### src/rtl/sparse_pack.sv
// Sparse packer: groups N elements, emits a keep-bitmap header beat followed by only the kept values.
// Optional SPARSE_PACK_STAT_EN compiles a saturating pruned-element counter onto prune_cnt.
module sparse_pack #(
  parameter int W = 8,
  parameter int N = 8
) (
  input  logic         clk,
  input  logic         rst,
  input  logic         in_valid,
  output logic         in_ready,
  input  logic [W-1:0] in_data,
  input  logic         in_prune,
  input  logic         in_last,
  output logic         out_valid,
  input  logic         out_ready,
  output logic [W-1:0] out_data,
  output logic         out_hdr,
  output logic         out_last,
  output logic [15:0]  prune_cnt
);

  localparam int CW = $clog2(N + 1);
  localparam int IW = $clog2(N);

  typedef enum logic [1:0] {FILL, HDR, DATA} state_t;

  state_t        state;
  logic [CW-1:0] pos;
  logic [CW-1:0] kcnt;
  logic [CW-1:0] rd;
  logic [N-1:0]  mask;
  logic          last_flag;
  logic [W-1:0]  buffer [N];

  logic          take;
  logic          keep;
  logic          close;
  logic          done;
  logic [N-1:0]  mask_nxt;
  logic [CW-1:0] kcnt_nxt;
  logic [CW-1:0] rd_nxt;

  always_comb begin
    take     = (state == FILL) && in_valid;
    keep     = take && !in_prune;
    close    = take && ((pos == CW'(N - 1)) || in_last);
    mask_nxt = mask;
    if (keep) mask_nxt[pos[IW-1:0]] = 1'b1;
    kcnt_nxt = keep ? kcnt + 1'b1 : kcnt;
    rd_nxt   = rd + 1'b1;
    done     = out_ready && (((state == HDR) && (kcnt == '0)) ||
                             ((state == DATA) && (rd == kcnt - 1'b1)));
  end

  always_ff @(posedge clk) begin
    if (keep) buffer[kcnt[IW-1:0]] <= in_data;
  end

  always_ff @(posedge clk) begin
    if (rst) begin
      state     <= FILL;
      pos       <= '0;
      kcnt      <= '0;
      rd        <= '0;
      mask      <= '0;
      last_flag <= 1'b0;
      in_ready  <= 1'b1;
      out_valid <= 1'b0;
      out_hdr   <= 1'b0;
      out_last  <= 1'b0;
      out_data  <= '0;
    end else begin
      unique case (state)
        FILL: begin
          if (take) begin
            pos  <= pos + 1'b1;
            mask <= mask_nxt;
            kcnt <= kcnt_nxt;
            if (close) begin
              last_flag <= in_last;
              state     <= HDR;
              in_ready  <= 1'b0;
              out_valid <= 1'b1;
              out_hdr   <= 1'b1;
              out_data  <= W'(mask_nxt);
              out_last  <= in_last && (kcnt_nxt == '0);
            end
          end
        end
        HDR: begin
          if (out_ready && (kcnt != '0)) begin
            state    <= DATA;
            rd       <= '0;
            out_hdr  <= 1'b0;
            out_data <= buffer[0];
            out_last <= last_flag && (kcnt == CW'(1));
          end
        end
        DATA: begin
          if (out_ready && (rd != kcnt - 1'b1)) begin
            rd       <= rd_nxt;
            out_data <= buffer[rd_nxt[IW-1:0]];
            out_last <= last_flag && (rd_nxt == kcnt - 1'b1);
          end
        end
        default: state <= FILL;
      endcase
      // Group-retire shared by the header-only and final-data-beat exits; overrides the case above.
      if (done) begin
        state     <= FILL;
        pos       <= '0;
        kcnt      <= '0;
        rd        <= '0;
        mask      <= '0;
        last_flag <= 1'b0;
        in_ready  <= 1'b1;
        out_valid <= 1'b0;
        out_hdr   <= 1'b0;
        out_last  <= 1'b0;
        out_data  <= '0;
      end
    end
  end

`ifdef SPARSE_PACK_STAT_EN
  always_ff @(posedge clk) begin
    if (rst) begin
      prune_cnt <= '0;
    end else if (take && in_prune && (prune_cnt != '1)) begin
      prune_cnt <= prune_cnt + 1'b1;
    end
  end
`else
  assign prune_cnt = '0;
`endif

endmodule

### config.mk
export PLATFORM = sky130hd
export DESIGN_NAME = sparse_pack
export DESIGN_NICKNAME = d
export VERILOG_FILES = /design/src/rtl/sparse_pack.sv
export SDC_FILE = /design/constraint.sdc
export NUM_CORES = 1
export LEC_CHECK = 0
export BUFFER_PORTS_ARGS = -buffer_cell sky130_fd_sc_hd__buf_4
export CORE_UTILIZATION = 64
export DETAILED_ROUTE_END_ITERATION = 6
export PLACE_DENSITY_LB_ADDON = 0.15
export REMOVE_ABC_BUFFERS = 1
export SLEW_MARGIN = 20
export SYNTH_ARGS = -nofsm -noshare
export SYNTH_HDL_FRONTEND = slang
export SYNTH_SLANG_ARGS = --single-unit
### constraint.sdc
create_clock -name clk -period 4.6 [get_ports clk]
set_input_delay 0.46 -clock clk [delete_from_list [all_inputs] [get_ports clk]]
set_output_delay 0.46 -clock clk [all_outputs]
set_load 0.05 [all_outputs]
==> results.yml <==
logic_synthesis:
  netlist_instances: 384
  async_flop_share: 0
  synth-seq-cells: 99
  synth_cell_types: 51
  syn_avg_cell_area_um2: 12.2
  synth_top_flop_cell: "edfxtp_1"
  netlist_top_cells_count: "edfxtp_1 (64), dfxtp_1 (35), nor2_1 (28)"
  synth.most_common_cell: "edfxtp_1"
  yosysWarnings: 0
  synth.area.top_cells: "edfxtp_1 (41%), dfxtp_1 (15%), mux4_2 (3.9%), buf_4 (3.1%), a221oi_1 (3.0%)"
  synth_edf_count: 64
  synth_area_um2: 4670
  synth_top_cell_area_share: 0.412
  yosys.area.top_type: "edfxtp_1"
  synth-seq-area-share: 0.562
sta:
  slew_headroom: 0.364
  clock.fmax_mhz: 365
  setup_viol: 0
  hold_viol_final: 0
  worst_pin_slew_ps: 950
  rsz0062_at_grt: "false"
  finalCritPeriodShare: 0.596
  slew_viol_final: 0
  worst_slack_ps: 1860
  min_period_ps: 2740
  finalClockSkew_ps: 7.54
  tns_ps: 0
detailed_routing:
  ant_nets: 0
  drc_errors: 0
  viasPerCell: 6.13
  firstDrtPassIters: 5
  postRouteWirelength_um: 9380
  drtIter0Drc: 326
  post_drt_wl_per_cell_um: 18.7
  vias: 3075
floorplan:
  rows: 30
  dieArea_um2: 7640
  ios: 42
  fp.dieH_um: 87.4
  fp.dieW_um: 87.4
  core_um2: 6910
  start_util: 0.676
setup_path:
  path_max_fanout: 35
  path_cells: "inv_1 > ha_1 > and4bb_2 > nor2_1 > o21a_1 > nor2_4 > nor3_1"
  crit_buf_inv: 1
  slowest_stage: "ha_1"
  arrival_ps: 2970
  start_kind: "flop"
  r2r_start: "state[1]"
  startpoint: "state[1]"
  path_class: "reg2reg"
  critPathCaptureType: "flop"
  cp.required_ps: 4830
  max_stage_delay_ps: 710
  crit_family: "simple AND/OR/NAND/NOR gates"
cts:
  cts_tree: "built"
  h-tree-depth: 3
  cts_resized: 0
  cts_buffer_depth: 2
  cts-root-buf: "clkbuf_8"
  cts_sinks: 99
  post-cts-setup-buffers: 0
  clock_latency_ps: 370
  hold_buffers: 0
  cts_buffers: 9
  clk_pin_slew_worst_paths_ps: 100
place:
  dp_cells: 486
  routabilityCongestion: 0.861
  portBuffers: 25
  placed_cell_area_um2: 4830
  dp_slack_ps: 1880
  post-dp-hpwl_um: 6350
global_route:
  grt_max_degree: 36
  antenna_found_initial: 0
  grt_usage: 0.261
  grt_pass1_wl_um: 14300
  grt_overflow: 0
  grt_pass1_vias: 2738
finish:
  final_cells: 502
  antenna_cells: 0
  layout-drive-gt1-share: 0.172
  syn2layout_area_growth_pct: 7.74
  nFillCells: 477
  final_area_um2: 5030
  nNetsFinal: 426
worst_hold_path:
  hp-start: "in_data[3]"
  hp-class: "in2reg"
power:
  irDropWorstVdd_mv: 0.326
  p_leak_nw: 1.80
  power_mw: 3.15
  powerDensity_nw_per_um2: 627
flow_run:
  drv_cap: 0
status:
  status: "completed"
placed cells by master, fill, tap and decap left out, types with 3 or more instances in the layout:
| cell type | instances |
|---|---|
| and3_1 | 10 |
| clkbuf_8 | 9 |
| nand4_1 | 5 |
| conb_1 | 16 |
| o32ai_1 | 10 |
| and2_1 | 6 |
| nand2b_1 | 3 |
| a211oi_1 | 4 |
| ha_1 | 11 |
| edfxtp_1 | 64 |
| nor2_1 | 28 |
| a21oi_1 | 17 |
| buf_4 | 32 |
| mux4_2 | 8 |
| nor4_1 | 3 |
| xor2_1 | 6 |
| nor2b_1 | 4 |
| mux2i_1 | 10 |
| nand2_1 | 20 |
| nand3_1 | 4 |
| a31oi_1 | 6 |
| a221oi_1 | 16 |
| inv_1 | 16 |
| nor3_1 | 6 |
| dfxtp_1 | 35 |
| nand4b_1 | 6 |
| o21ai_0 | 12 |
| xnor2_1 | 9 |
worst register-to-register path, delay by kind of cell (launching register included):
kind	cells	cell delay (ps)
simple gates	4	1280
fa+ha+maj	1	710
flops	1	350
compound gates	1	130
buf+inv	1	120
logic make-up after synthesis:
group           share of synthesized area
simple gates                        0.126
other cells                      0.000803
xor+xnor                           0.0386
mux                                0.0600
compound gates                      0.114
buf+inv                            0.0697
fa+ha+maj                          0.0295
flops                               0.562
worst paths after layout:
check                       to  slack (ps)  cells after the start
setup / recovery         rd[2]        1860                      7
setup reg to reg         rd[2]        1860                      7
hold reg to reg      out_valid         460                      2
hold / removal    buffer[6][3]         330                      1
per-layer routing:
metal,GRT usage,up-vias,wire (um)
li1,-,1435,-
met3,0.0427,25,719
met1,0.375,1464,4110
met4,0.146,0,314
met2,0.379,151,4230
met5,0,-,0
per-stage QoR:
stage | util | hold WS (ps)
2_1_floorplan | - | 420
3_3_place_gp | 0.698 | 437
3_5_place_dp | 0.699 | 440
4_1_cts | 0.728 | 321
5_1_grt | 0.728 | 323
6_report | 0.728 | 325
area by class of cell:
| class | instances | area [um2] | share of cell area |
|---|---|---|---|
| Multi-Input combinational cell | 243 | 1780 | 0.354 |
| Sequential cell | 99 | 2620 | 0.521 |
| Tap cell | 96 | 120 | 0.0239 |
| Inverter | 16 | 60.1 | 0.0119 |
| Clock buffer | 9 | 124 | 0.0246 |
| Timing Repair Buffer | 32 | 240 | 0.0477 |
| Clock inverter | 7 | 81.3 | 0.0162 |
state kept, by name, indices dropped and copies added (netlist names):
register	cells
out_valid	1
out_hdr	1
pos	4
kcnt	4
in_ready	1
mask	8
buffer	64
out_last	1
rd	4
out_data	8
state	2
last_flag	1
where the power goes:
group	internal (mW)	switching, mW	total [mW]
Combinational	0.534	0.922	1.46
Clock	0.260	0.313	0.573
Sequential	1.05	0.0791	1.13
Power figures use the tool's default switching activity.
